--- config.mk ---
export PLATFORM = sky130hd
export DESIGN_NAME = cmd_sequencer
export DESIGN_NICKNAME = d
export VERILOG_FILES = /design/src/rtl/cmd_seq_pkg.sv /design/src/rtl/cmd_sequencer_mem.sv /design/src/rtl/cmd_sequencer.sv
export SDC_FILE = /design/constraint.sdc
export NUM_CORES = 1
export LEC_CHECK = 0
export CAP_MARGIN = 20
export CORE_AREA = 5 5 170 213
export DETAILED_ROUTE_END_ITERATION = 16
export DIE_AREA = 0 0 175 218
export PLACE_DENSITY = 0.71
export SYNTH_ARGS = -nofsm -noshare
export SYNTH_HDL_FRONTEND = slang
export SYNTH_SLANG_ARGS = --single-unit
--- constraint.sdc ---
create_clock -name clk -period 4.79 [get_ports clk]
set_input_delay 0.958 -clock clk [delete_from_list [all_inputs] [get_ports clk]]
set_output_delay 0.958 -clock clk [all_outputs]
set_load 0.02 [all_outputs]
--- src/rtl/cmd_seq_pkg.sv ---
// Shared types and constants for the Knight command sequencer,
// its benches and the tour image generator.
package cmd_seq_pkg;

    typedef enum logic [2:0] {
        S_IDLE,
        S_SEND,
        S_WAIT_SNT,
        S_WAIT_RESP,
        S_NEXT,
        S_DONE,
        S_ERR
    } state_t;

    typedef enum logic [1:0] {
        ERR_NONE  = 2'd0,
        ERR_TMO   = 2'd1,
        ERR_NAK   = 2'd2,
        ERR_ABORT = 2'd3
    } err_t;

    localparam logic [7:0]  ACK_BYTE = 8'hA5;
    localparam logic [7:0]  NAK_BYTE = 8'h5A;

    // Knight opcodes live in the top nibble of the command word
    localparam logic [15:0] CAL_GYRO = 16'h2000;
    localparam logic [15:0] MOVE     = 16'h4000;
    localparam logic [15:0] TOUR     = 16'h6000;

endpackage

--- src/rtl/cmd_sequencer_mem.sv ---
// Command slot storage: synchronous write, asynchronous read, no reset.
module cmd_mem #(
    parameter int DEPTH = 16,
    parameter int AW    = $clog2(DEPTH)
) (
    input  logic          clk,
    input  logic          i_we,
    input  logic [AW-1:0] i_waddr,
    input  logic [15:0]   i_wdata,
    input  logic [AW-1:0] i_raddr,
    output logic [15:0]   o_rdata
);

    logic [15:0] r_mem [DEPTH];

    always_ff @(posedge clk) begin
        if (i_we) r_mem[i_waddr] <= i_wdata;
    end

    assign o_rdata = r_mem[i_raddr];

endmodule

--- src/rtl/cmd_sequencer.sv ---
// Plays a stored list of Knight commands into RemoteComm, one send/ack at a
// time, with per-command timeout, bounded retry, abort and error reporting.
import cmd_seq_pkg::*;

module cmd_sequencer #(
    parameter int         DEPTH     = 16,
    parameter int         TMO_W     = 24,
    parameter int         MAX_RETRY = 2,
    parameter logic [7:0] ACK       = 8'hA5,
    localparam int        AW        = $clog2(DEPTH)
) (
    input  logic             clk,
    input  logic             rst_n,
    input  logic             wr_en,
    input  logic [AW-1:0]    wr_addr,
    input  logic [15:0]      wr_data,
    input  logic [AW:0]      num_cmds,
    input  logic [TMO_W-1:0] tmo_val,
    input  logic             start,
    input  logic             abort,
    output logic [15:0]      cmd,
    output logic             snd_cmd,
    input  logic             cmd_snt,
    input  logic             resp_rdy,
    input  logic [7:0]       resp,
    output logic             busy,
    output logic             done,
    output logic             error,
    output logic [1:0]       err_code,
    output logic [AW-1:0]    cur_idx
);

    state_t           r_state;
    err_t             r_err_code;
    logic [AW-1:0]    r_idx;
    logic [AW:0]      r_num;
    logic [TMO_W-1:0] r_tmo;
    logic [TMO_W-1:0] r_cnt;
    logic [7:0]       r_retry;
    logic [15:0]      r_cmd;
    logic             r_snd, r_busy, r_done, r_error;

    logic [AW-1:0]    w_rd_addr;
    logic [15:0]      w_rd_data;
    logic             w_ack, w_fail, w_last, w_active;
    err_t             w_fail_code;

    // Read address is the slot the next SEND will load, so cmd can be
    // registered on the same edge that enters SEND.
    always_comb begin
        w_rd_addr = r_idx;
        if (r_state == S_IDLE)      w_rd_addr = '0;
        else if (r_state == S_NEXT) w_rd_addr = r_idx + AW'(1);
    end

    always_comb begin
        w_ack       = resp_rdy && (resp == ACK);
        w_fail      = resp_rdy ? (resp != ACK) : (r_cnt == r_tmo - TMO_W'(1));
        w_fail_code = resp_rdy ? ERR_NAK : ERR_TMO;
        w_last      = ({1'b0, r_idx} == r_num - (AW+1)'(1));
        w_active    = (r_state == S_SEND) || (r_state == S_WAIT_SNT) ||
                      (r_state == S_WAIT_RESP) || (r_state == S_NEXT);
    end

    cmd_mem #(.DEPTH(DEPTH), .AW(AW)) u_mem (
        .clk     (clk),
        .i_we    (wr_en && !r_busy),
        .i_waddr (wr_addr),
        .i_wdata (wr_data),
        .i_raddr (w_rd_addr),
        .o_rdata (w_rd_data)
    );

    always_ff @(posedge clk or negedge rst_n) begin
        if (!rst_n) begin
            r_state    <= S_IDLE;
            r_err_code <= ERR_NONE;
            r_idx      <= '0;
            r_num      <= '0;
            r_tmo      <= '0;
            r_cnt      <= '0;
            r_retry    <= '0;
            r_cmd      <= '0;
            r_snd      <= 1'b0;
            r_busy     <= 1'b0;
            r_done     <= 1'b0;
            r_error    <= 1'b0;
        end else begin
            r_snd <= 1'b0;
            if (abort && w_active) begin
                r_state    <= S_ERR;
                r_err_code <= ERR_ABORT;
                r_error    <= 1'b1;
                r_busy     <= 1'b0;
            end else begin
                case (r_state)
                    S_IDLE: if (start) begin
                        r_error    <= 1'b0;
                        r_err_code <= ERR_NONE;
                        if (num_cmds == '0) begin
                            r_done  <= 1'b1;
                            r_state <= S_DONE;
                        end else begin
                            r_done  <= 1'b0;
                            r_num   <= num_cmds;
                            r_tmo   <= (tmo_val == '0) ? TMO_W'(1) : tmo_val;
                            r_idx   <= '0;
                            r_retry <= '0;
                            r_busy  <= 1'b1;
                            r_cmd   <= w_rd_data;
                            r_snd   <= 1'b1;
                            r_state <= S_SEND;
                        end
                    end
                    S_SEND: r_state <= S_WAIT_SNT;
                    S_WAIT_SNT: if (cmd_snt) begin
                        r_cnt   <= '0;
                        r_state <= S_WAIT_RESP;
                    end
                    S_WAIT_RESP: begin
                        if (w_ack) begin
                            r_state <= S_NEXT;
                        end else if (w_fail) begin
                            if (r_retry < 8'(MAX_RETRY)) begin
                                r_retry <= r_retry + 8'd1;
                                r_cmd   <= w_rd_data;
                                r_snd   <= 1'b1;
                                r_state <= S_SEND;
                            end else begin
                                r_err_code <= w_fail_code;
                                r_error    <= 1'b1;
                                r_busy     <= 1'b0;
                                r_state    <= S_ERR;
                            end
                        end else begin
                            r_cnt <= r_cnt + TMO_W'(1);
                        end
                    end
                    S_NEXT: begin
                        if (w_last) begin
                            r_done  <= 1'b1;
                            r_busy  <= 1'b0;
                            r_state <= S_DONE;
                        end else begin
                            r_idx   <= r_idx + AW'(1);
                            r_retry <= '0;
                            r_cmd   <= w_rd_data;
                            r_snd   <= 1'b1;
                            r_state <= S_SEND;
                        end
                    end
                    default: r_state <= S_IDLE;
                endcase
            end
        end
    end

    assign cmd      = r_cmd;
    assign snd_cmd  = r_snd;
    assign busy     = r_busy;
    assign done     = r_done;
    assign error    = r_error;
    assign err_code = r_err_code;
    assign cur_idx  = r_idx;

endmodule

Word level (Yosys, flattened, before mapping)
Memory sizes are Yosys's and may differ from the RTL's.
Cells that the tools add are included.
{"block": "totals", "mem_count": 1, "latchBits": 0, "romBits": 0, "reg_bits": 90, "ramBits": 256, "input_bits": 64, "output_inout_bits": 26}
{"block": "classes", "n_reduce_logical": 23, "add_sub_neg": 5, "div_mod_pow": 0, "mul": 0, "muxes": 70, "bitwise": 2, "eq_ne": 25, "shifts": 0, "order_cmp": 1}
{"name": "u_mem.r_mem", "words": 16, "word_bits": 16, "rd": 1, "rd_ports_with_merged_regs": 0, "write_ports": 1, "line": "cmd_sequencer_mem.sv:14", "source": "logic [15:0] r_mem [DEPTH];"}
{"operator": "$mux 16", "count": 6}
{"operator": "$mux 24", "count": 4}
{"operator": "$mux 8", "count": 6}
{"operator": "$pmux 16 s3", "count": 1}
{"operator": "$pmux 24 s2", "count": 1}
{"operator": "$mux 1", "count": 25}
{"operator": "$add 24x1->24 const B", "count": 1}
{"operator": "$eq 24x24->1", "count": 1}
{"operator": "$logic_not 24->1", "count": 1}
{"operator": "$mux 3", "count": 8}
{"operator": "$pmux 8 s3", "count": 1}
{"operator": "$sub 24x1->24 const B", "count": 1}
{"operator": "$mux 4", "count": 5}
{"operator": "$ne 2x2->1 const B", "count": 8}
{"operator": "$ne 3x2->1 const B", "count": 5}
{"operator": "$pmux 3 s5", "count": 1}
{"operator": "$reduce_and 5->1", "count": 3}
{"operator": "$mux 2", "count": 6}
{"operator": "$add 8x1->8 const B", "count": 1}
{"operator": "$eq 8x8->1 const B", "count": 1}
{"operator": "$lt 8x2->1 const B", "count": 1}
{"operator": "$ne 8x8->1 const B", "count": 1}
{"operator": "$pmux 4 s2", "count": 1}
{"operator": "$reduce_and 4->1", "count": 2}
{"operator": "24 further kinds", "count": 35}

Depth between registers and ports, before layout
Gate-level depths: netlist of run 1.
An unclocked memory read counts as a cell.
{"block": "depth", "ltp_word": 8, "ltp_mapped": 14}

Hierarchy
From an unflattened synthesis of run 1, not the netlist that was laid out.
{"block": "unflattened", "hier_cells": 951, "hier_area_um2": 15067.0}
{"mod": "cmd_mem", "area_each_um2": 9723.1, "seq_area_each_um2": 7687.4, "n_inst": 1, "cells_per_inst": 416}
{"mod": "cmd_sequencer", "area_each_um2": 5343.9, "seq_area_each_um2": 2252.2, "n_inst": 1, "cells_per_inst": 535}

Least setup slack after synthesis of run 1
No wires, ideal clock.
{"block": "synth_path", "path_type": "reg2reg", "from": "register r_tmo[14]", "to": "register r_cmd[10], in the netlist cmd[10]", "setup_slack_ps": 1678, "setup_time_ps": 125, "t_arrival_ps": 2987, "path_stages_with_launch": 11, "path_cell_list": "dfrtp_1 -> buf_6 -> or4_1 -> or3_1 -> a2111o_1 -> a32oi_1 -> o2111a_4 -> a21oi_4 -> o21ai_4 -> buf_12 -> mux2_4"}
{"block": "synth_between", "elab_chain_len": 5}
{"item": "from (decl)", "line": "cmd_sequencer.sv:37", "source": "logic [TMO_W-1:0] r_tmo;"}
{"item": "from (signal assigned)", "line": "cmd_sequencer.sv:106", "source": "r_tmo <= (tmo_val == '0) ? TMO_W'(1) : tmo_val;"}
{"item": "$sub 24x1->24", "line": "cmd_sequencer.sv:58", "source": "w_fail = resp_rdy ? (resp != ACK) : (r_cnt == r_tmo - TMO_W'(1));"}
{"item": "$eq 24x24->1", "line": "cmd_sequencer.sv:58"}
{"item": "$mux 1", "line": "cmd_sequencer.sv:58"}
{"item": "$ne 2x2->1 (no source line)"}
{"item": "$reduce_and 8->1 (no source line)"}
{"item": "to (signal assigned)", "line": "cmd_sequencer.sv:110", "source": "r_cmd <= w_rd_data;"}
{"item": "to (signal assigned)", "line": "cmd_sequencer.sv:126", "source": "r_cmd <= w_rd_data;"}
{"item": "to (signal assigned)", "line": "cmd_sequencer.sv:147", "source": "r_cmd <= w_rd_data;"}
{"item": "to (decl)", "line": "cmd_sequencer.sv:40", "source": "logic [15:0] r_cmd;"}
Every way passes these cells.
A chain may end at the register's enable or synchronous reset.

Worst setup path in the final report of run 1
{"block": "layout_path", "from": "register r_tmo[0]", "to": "register r_cmd[6], in the netlist cmd[6]"}
The elaborated chain is that of the path after synthesis.

==> results.toml, run 1 <==
[timing]
final.min_clock_period_ns = 3.89
fin_crit_sh_pct = 81.2
setup_tns_ns = 0
rsz0062_at_grt = "false"
worst_pin_slew_ns = 1.10
slew_violations = 0
finalClockSkew_ns = 0.0218
clock.fmax_mhz = 257
setup_violations = 0
slew_headroom_pct = 26.6
hold_viol = 0

[synth]
synth_area_um2 = 15400
synth.ff_latch_count = 346
async_flop_share_pct = 26.0
synth_edf_count = 256
synth-main-ff-cell = "edfxtp_1"
yosysTopAreaCell = "edfxtp_1"
ys_types = 68
syn-num-nets = 1396
postSynthCellCount = 1326
synth_area_per_cell_um2 = 11.6
ys_seq_area_share_pct = 64.7
synth_top_area_share_pct = 50.0
yosysWarningCount = 0
yosys-top-cells-area = "edfxtp_1, dfrtp_1, nand2_1"

[pwr]
power.density_nw_per_um2 = 527
ir_drop_mv = 0.356
leakage_uw = 0.00671

[route]
ant_nets = 0
routed_wirelength_um = 39200
dr.pass1.iters = 5
wl_per_cell_um = 21.1
drc = 0
drt-initial-drc-count = 1002
via_per_inst = 5.88
vias = 11000

[clock_network]
cts_made_buffers = 37
clk_pin_slew_ns = 0.06
ctsRootBufferMaster = "clkbuf_16"
clockBufferDepth = 3
cts_resized = 0
post-cts-setup-buffer-count = 0
htreeDepth = 2
cts_tree = "built"
clock_latency_ns = 0.53
ctsHoldBuffers = 0
cts_num_sinks = 346

[floorplan]
dieWidth_um = 175
ios = 90
start_util_pct = 45.2
die-area_um2 = 38200
core_area_um2 = 34000
std_cell_rows = 76
die_h_um = 218

[worst_setup_path]
critPathKind = "register to register"
crit_start = "r_tmo[0]"
max_stage_delay_ns = 0.67
arrival_ns = 4.29
rrSetupSlack_ns = 0.90
r2r_end = "cmd[6]"
rr_startpoint = "r_tmo[0]"
cp-start-kind = "register"
rr_worst_depth = 10
worst-path-buf-inv = 1
path_delay_family = "simple AND/OR/NAND/NOR gates"
cp-endpoint = "cmd[6]"
endpoint_kind = "register"
worst_path_max_delay_cell = "o21ai_4"
crit_required_ns = 5.19
path_depth = 10
crit_path_cell_trace = "inv_1 > ha_1 > nor3b_2 > and4_1 > nand4_1 > a211oi_1 > and4_1 > a21oi_4 > o21ai_4 > mux2_2"
cpMostUsedCell = "and4_1"
cp_max_fo = 18

[cells_and_area]
area_delta_synth_final_pct = 17.0
fillers = 2858
final_nets = 1477
final_common_cell = "nand2_1"
layout_common_cells = "nand2_1, edfxtp_1, dfrtp_1, clkdlybuf4s50_1, and3_1"
drive_gt1_share_pct = 9.56
final_util_pct = 52.8
diodes = 0

[grt]
grt_max_degree = 81
grt_overflow = 0
grt_pass1_vias = 10800
antenna_found_initial = 0
grt_pass1_wl_um = 60500
track_usage_pct = 20.3

[job]
maxCapViolations = 0

[place]
place_congestion = 0.916
port_buffers = 89
place_hpwl_um = 24800

[hold_path]
timing.hold.worst.class = "register to register"

[status]
status = "finished, final reports clean"
stage by stage:
stage / area (µm²) / power, µW / cells / setup WS (ns) / hold slack (ns)
6_report: 18000 / 9480 / 1862 / 0.899 / 0.481
5_1_grt: 18000 / 9960 / 1862 / 0.734 / 0.509
4_1_cts: 18000 / 9530 / 1862 / 0.927 / 0.489
3_5_place_dp: 16800 / 6820 / 1797 / 0.967 / 0.472
3_3_place_gp: 16800 / 6750 / 1797 / 1.01 / 0.464
2_1_floorplan: 15400 / 5800 / 1326 / 1.68 / 0.451
tightest hold or removal path, stage by stage, from the launching register on:
cell     delay, ns
dfrtp_1       0.34
nand2_1       0.04
o21ai_0       0.06
cell families after synthesis:
kind of cell | after synthesis | synth area share [%]
fa+ha+maj | 7 | 0.553
simple gates | 613 | 18.6
compound gates | 209 | 9.78
buf+inv | 89 | 2.35
mux | 28 | 2.15
xor+xnor | 34 | 1.94
flops | 346 | 64.7
cell type report:
class                   count  area [µm²]  share of cell area, %
inverters                  12        45.0                  0.251
flip-flops and latches    346        9940                   55.3
repair buffers            119        1150                   6.40
well taps                 429         537                   2.99
clock buffers              57        1060                   5.90
multi-input cells         891        5170                   28.7
clock inverters             8        77.6                  0.431
worst min path at each step:
stage	from	end	cells past startpoint	slack [ns]
after floorplan	r_retry[2]	r_retry[2]	2	0.45
after global placement	r_retry[2]	r_retry[2]	2	0.46
after detailed placement	r_retry[4]	r_retry[4]	1	0.47
after CTS	r_retry[2]	r_retry[2]	2	0.49
after global routing	r_retry[6]	r_retry[6]	1	0.51
final	r_retry[2]	r_retry[2]	2	0.48
state kept, by name, summed over array words and instances (netlist names):
name         cells
cmd             16
cur_idx          4
r_num            5
r_state          3
r_cnt           24
r_tmo           24
error            1
u_mem.r_mem    256
busy             1
snd_cmd          1
err_code         2
done             1
r_retry          8
cells in the mapped netlist, types with 5 or more instances:
cell / instances
xor2_1: 16
nand3b_1: 5
xnor2_1: 18
or4_1: 8
a22o_1: 17
o21ai_0: 21
dfrtp_1: 90
buf_1: 9
a211oi_1: 18
and3_1: 58
nor3_1: 20
inv_1: 12
a21oi_1: 40
nor2_1: 40
nand2_1: 344
nand2b_1: 18
a31oi_1: 35
nand3_1: 54
a311oi_1: 33
mux2_4: 8
mux2_2: 8
clkbuf_1: 63
or3_1: 6
mux2i_1: 12
nor4_1: 13
a21o_1: 7
ha_1: 6
edfxtp_1: 256
and2_1: 11
nand4_1: 14
report_power, final:
part           leakage (µW)  total (µW)  internal [µW]  switching [µW]
combinational       0.00269        2910           1190            1710
sequential          0.00346        3860           3510             353
clock              0.000551        2710           1580            1130
layer usage:
layer | vias to the layer above | wire, µm | part of all wire, % | GRT usage (%)
met5 | - | 0 | 0 | 0
met4 | 0 | 1420 | 3.6 | 7.83
met3 | 98 | 2640 | 6.7 | 3.85
met2 | 397 | 20100 | 51 | 35.8
met1 | 5402 | 15100 | 38 | 24.7
li1 | 5053 | - | - | -
(Power assumes the default switching activity.)
==> run 2: changes to the inputs <==
- clock period: 4.79 -> 3.75 ns (I/O delays scaled with it)
==> run 2 against run 1 <==
Net effect: clock-buffer cell count decreased by 9; final cell count rose by 1.5%; clock power up 23%; sequential share of layout area fell by 0.54 points; clock skew down 0.012 ns; sequential power increased by 27%; first-iteration DRC count fell by 5.4%; via count up 0.67%; setup slack got worse by 0.64 ns; design area up 0.98%; fmax increased by 11%; die area unchanged; critical endpoint unchanged; highest routed layer unchanged.
==> results.toml, run 2 (synthesis gave the netlist of run 1 again) <==
[worst_setup_path]
crit_path_cell_trace = "inv_1 > ha_1 > nor3b_2 > nand3_1 > o31a_1 > a211oi_1 > and4_1 > a21oi_4 > o21ai_4 > buf_12 > mux2_2"
cp_max_fo = 18
critPathKind = "register to register"
path_delay_family = "simple AND/OR/NAND/NOR gates"
worst_path_max_delay_cell = "and4_1"
rrSetupSlack_ns = 0.26
endpoint_kind = "register"
worst-path-buf-inv = 2
cp-start-kind = "register"
max_stage_delay_ns = 0.50
crit_required_ns = 4.16
arrival_ns = 3.90

[route]
ant_nets = 0
drc = 0
dr.pass1.iters = 5
via_per_inst = 5.84
drt-initial-drc-count = 948
wl_per_cell_um = 21.0
vias = 11000
routed_wirelength_um = 39700

[pwr]
power.density_nw_per_um2 = 668
p_switching_uw = 4120
swShare_pct = 34.0
leakage_uw = 0.00683
internal-power_uw = 8000
pwr-share-clk_pct = 27.5
ir_drop_mv = 0.442
power_frac_comb_pct = 32.1
power.share.sequential_pct = 40.3

[cells_and_area]
drive_gt1_share_pct = 10.9
layout_common_cells = "nand2_1, edfxtp_1, dfrtp_1, clkdlybuf4s50_1, and3_1"
top_register = "u_mem.r_mem"
finalNonFillerCells = 1889
final_nets = 1502
area_delta_synth_final_pct = 18.1
largestRegisters = "u_mem.r_mem (256), r_cnt (24), r_tmo (24)"
final_common_cell = "nand2_1"
largest_register_ffs = 256
fillers = 2885

[job]
maxCapViolations = 0

[timing]
layout_setup_ws_ns = 0.259
fin_crit_sh_pct = 93.1
rsz0062_at_grt = "false"
hold_viol = 0
worst_pin_slew_ns = 1.09
slew_headroom_pct = 27.2
slew_violations = 0
clock.fmax_mhz = 286
final.min_clock_period_ns = 3.49
finalClockSkew_ns = 0.00982
setup_violations = 0
setup_tns_ns = 0

[clock_network]
cts_num_sinks = 346
clk_pin_slew_ns = 0.06
htreeDepth = 2
ctsRootBufferMaster = "clkbuf_16"
cts_made_buffers = 37
clockBufferDepth = 3
clock_latency_ns = 0.53
ctsHoldBuffers = 0
cts_tree = "built"

[place]
place_hpwl_um = 25800
post-place-cells = 1822
port_buffers = 89
place_congestion = 0.879
dp_slack_ns = 0.135

[grt]
grt_pass1_vias = 10900
grt_pass1_wl_um = 61600
antenna_found_initial = 2
track_usage_pct = 20.5
grt_overflow = 0
grt_max_degree = 81

[floorplan]
die_h_um = 218
dieWidth_um = 175
core_area_um2 = 34000
start_util_pct = 45.2
die-area_um2 = 38200
ios = 90
std_cell_rows = 76

[status]
status = "finished, final reports clean"

[hold_path]
timing.hold.worst.class = "input pin to async pin"
[run 2: cell count changes in the layout (fill, tap and decap cells not counted), sizes merged]
cell      before  now
buf           31   56
clkinv         3   14
clkbuf        57   48
clkinvlp       2    0
diode          0    1
inv           14   15
[run 2: worst register-to-register path: cells and delay by family, from the launching register on]
| kind | cells | cell delay (ns) |
|---|---|---|
| buf+inv | 2 | 0.30 |
| flops | 1 | 0.43 |
| compound gates | 4 | 0.96 |
| simple gates | 3 | 1.14 |
| fa+ha+maj | 1 | 0.21 |
| mux | 1 | 0.36 |
[run 2: per-stage QoR]
| stage | hold slack [ns] | instance area (µm²) | util, % | power, µW |
|---|---|---|---|---|
| 5_1_grt | 0.411 | 18200 | 53.3 | 12800 |
| 3_3_place_gp | 0.462 | 17100 | 50.1 | 8770 |
| 4_1_cts | 0.357 | 18200 | 53.3 | 12200 |
| 2_1_floorplan | 0.451 | 15400 | - | 7410 |
| 3_5_place_dp | 0.475 | 17100 | 50.1 | 8860 |
| 6_report | 0.343 | 18200 | 53.3 | 12100 |
[run 2: cell type report]
| type | count | area (µm²) | share of cell area [%] |
|---|---|---|---|
| timing repair buffer | 144 | 1380 | 7.62 |
| sequential | 346 | 9940 | 54.7 |
| multi-input combinational | 891 | 5160 | 28.4 |
| antenna | 1 | 2.50 | 0.0138 |
| clock inverter | 18 | 119 | 0.655 |
| tap | 429 | 537 | 2.96 |
| inverter | 12 | 45.0 | 0.248 |
| clock buffer | 48 | 967 | 5.33 |
[run 2: routing by layer]
layer | vias to the layer above | GRT usage (%) | wire (µm)
li1 | 5105 | - | -
met1 | 5416 | 26.4 | 15800
met2 | 425 | 35.9 | 20200
met3 | 77 | 3.33 | 2650
met4 | 0 | 6.37 | 1040
met5 | - | 0 | 0
[run 2: path summary, 6_finish.rpt]
kind / startpoint / to / depth (start not counted)
setup / recovery: r_tmo[0] / cmd[6] / 11
hold / removal: rst_n / cmd[10] / 1
setup reg to reg: r_tmo[0] / cmd[6] / 11
hold reg to reg: r_retry[4] / r_retry[4] / 1
max in group asynchronous: rst_n / r_cnt[16] / 2
min in group clk: r_retry[4] / r_retry[4] / 1
[run 2: power groups by stage]
stage | Clock (µW) | Combinational (µW) | Sequential, µW
after floorplan | 0 | 2460 | 4950
after global placement | 0 | 3830 | 4940
after detailed placement | 0 | 3910 | 4960
after CTS | 3400 | 3920 | 4880
after global routing | 3560 | 4270 | 4940
final | 3340 | 3900 | 4890
[run 2: timing repair]
action | in CTS | in global routing
endpoints found under the hold margin | 0 | 0
buffers inserted | 0 | 0
endpoints found under the setup margin | 0 | 1
resized for setup | 0 | 1
==> run 3: changes to the inputs <==
- CTS_BUF_LIST: unset -> sky130_fd_sc_hd__clkbuf_4
- clock period: 3.75 -> 4 ns (I/O delays scaled with it)
==> run 3 against run 2 <==
Net effect: routed wire length rose by 1.4%; die area stayed put; sequential power down 5.9%; non-clock buffer count shrank 2; clock skew grew 0.055 ns; register-to-register slack improved by 0.14 ns; worst hold slack lost 0.16 ns; final cell count up 3.8%; largest cell class unchanged; highest routed layer unchanged.
==> results.toml, run 3 (synthesis gave the netlist of run 1 again) <==
[status]
status = "finished, final reports clean"

[clock_network]
clockBufferDepth = 3
cts_made_buffers = 86
htreeDepth = 3
ctsRootBufferMaster = "clkbuf_4"
post-cts-setup-buffer-count = 0
clk_pin_slew_ns = 0.07
clock_latency_ns = 0.74
ctsHoldBuffers = 0
cts_tree = "built"
cts_num_sinks = 346
cts_resized = 0

[worst_setup_path]
cp-start-kind = "register"
worst_path_max_delay_cell = "or4_1"
crit_required_ns = 4.57
arrival_ns = 4.17
crit_path_cell_trace = "or4_1 > nor4_1 > nand4_1 > a32oi_1 > o2111a_4 > a21oi_4 > o21ai_4 > buf_4 > mux2_2"
endpoint_kind = "register"
critPathKind = "register to register"
max_stage_delay_ns = 0.62
cp_max_fo = 18

[grt]
grt_pass1_wl_um = 62400
track_usage_pct = 20.9
grt_max_degree = 63
antenna_found_initial = 2
grt_overflow = 0
grt_pass1_vias = 11200

[place]
placed_cell_area_um2 = 17000
post-place-cells = 1819
place_hpwl_um = 26600
port_buffers = 89
place_congestion = 0.885

[pwr]
pwr-share-clk_pct = 25.1
power.density_nw_per_um2 = 611
ir_drop_mv = 0.273
internal-power_uw = 7170
power_frac_comb_pct = 33.3
leakage_uw = 0.00689
p_switching_uw = 3870
power.share.sequential_pct = 41.6
swShare_pct = 35.0

[cells_and_area]
area_delta_synth_final_pct = 17.5
multi_input_area_um2 = 5160
drive_gt1_share_pct = 15.3
final_nets = 1549
top_register = "u_mem.r_mem"
final_common_cell = "nand2_1"
largest_register_ffs = 256
final_util_pct = 53.1
layout_common_cells = "nand2_1, edfxtp_1, clkbuf_4, dfrtp_1, clkdlybuf4s50_1"
finalNonFillerCells = 1960
fillers = 2924
final_area_um2 = 18100
largestRegisters = "u_mem.r_mem (256), r_cnt (24), r_tmo (24)"
final-seq-area_um2 = 9940

[route]
wl_per_cell_um = 20.5
via_per_inst = 5.74
dr.pass1.iters = 6
vias = 11300
drc = 0
routed_wirelength_um = 40300
drt-initial-drc-count = 869
ant_nets = 0

[timing]
slew_violations = 0
worst_pin_slew_ns = 0.837
setup_tns_ns = 0
final.min_clock_period_ns = 3.60
timing.hold.ws_ns = 0.180
fin_crit_sh_pct = 90.1
clock.fmax_mhz = 277
setup_violations = 0
slew_headroom_pct = 44.2
hold_viol = 0
rsz0062_at_grt = "false"
finalClockSkew_ns = 0.0652

[floorplan]
std_cell_rows = 76
die_h_um = 218
core_area_um2 = 34000
die-area_um2 = 38200
start_util_pct = 45.2
ios = 90
dieWidth_um = 175

[job]
maxCapViolations = 0

[hold_path]
timing.hold.worst.class = "input pin to async pin"
[run 3: cell count changes in the layout (fill, tap and decap cells not counted), moves of 2 or more]
cell,change
buf_4,-2
clkbuf_1,-11
clkbuf_16,-37
clkbuf_4,+120
clkinv_1,+5
clkinv_2,-4
inv_6,-2
[run 3: metrics by stage]
step	power [µW]	setup slack [ns]
after detailed placement	8350	0.380
after global placement	8270	0.458
final	11000	0.396
after floorplan	6950	0.888
after global routing	11700	0.159
after CTS	11100	0.344
[run 3: critical path, delay by kind of cell, from the launching register on]
family,cells,cell delay [ns]
AO/OA/AOI/OAI,4,0.94
buffers and inverters,1,0.33
flip-flops,1,0.49
multiplexers,1,0.38
AND/OR/NAND/NOR,3,1.29
[run 3: area by class of cell]
type | instances | area share [%]
Multi-Input combinational cell | 891 | 28.6
Clock buffer | 120 | 4.99
Sequential cell | 346 | 55.0
Timing Repair Buffer | 142 | 7.61
Antenna cell | 2 | 0.0277
Tap cell | 429 | 2.97
Inverter | 12 | 0.249
Clock inverter | 18 | 0.554
[run 3: per-layer routing]
layer	global-route usage (%)	vias up	routed length [µm]
met5	0	-	0
met1	25.8	5514	15800
met2	36.6	443	20800
met3	4.53	62	2810
li1	-	5240	-
met4	7.23	0	922
[run 3: path summary, 6_finish.rpt]
path / slack [ns] / end / startpoint / cells past startpoint
max: 0.40 / cmd[6] / r_tmo[4] / 9
min: 0.18 / r_cnt[9] / rst_n / 1
max reg2reg: 0.40 / cmd[6] / r_tmo[4] / 9
min reg2reg: 0.49 / r_retry[3] / r_retry[3] / 1
max in group asynchronous: 3.05 / r_tmo[12] / rst_n / 2
min in group clk: 0.49 / r_retry[3] / r_retry[3] / 1
[run 3: power by group through the flow]
stage	Sequential (µW)	Clock (µW)	Combinational [µW]
2_1_floorplan	4640	0	2310
3_3_place_gp	4650	0	3620
3_5_place_dp	4660	0	3690
4_1_cts	4590	2830	3710
5_1_grt	4640	3050	4030
6_report	4600	2770	3670
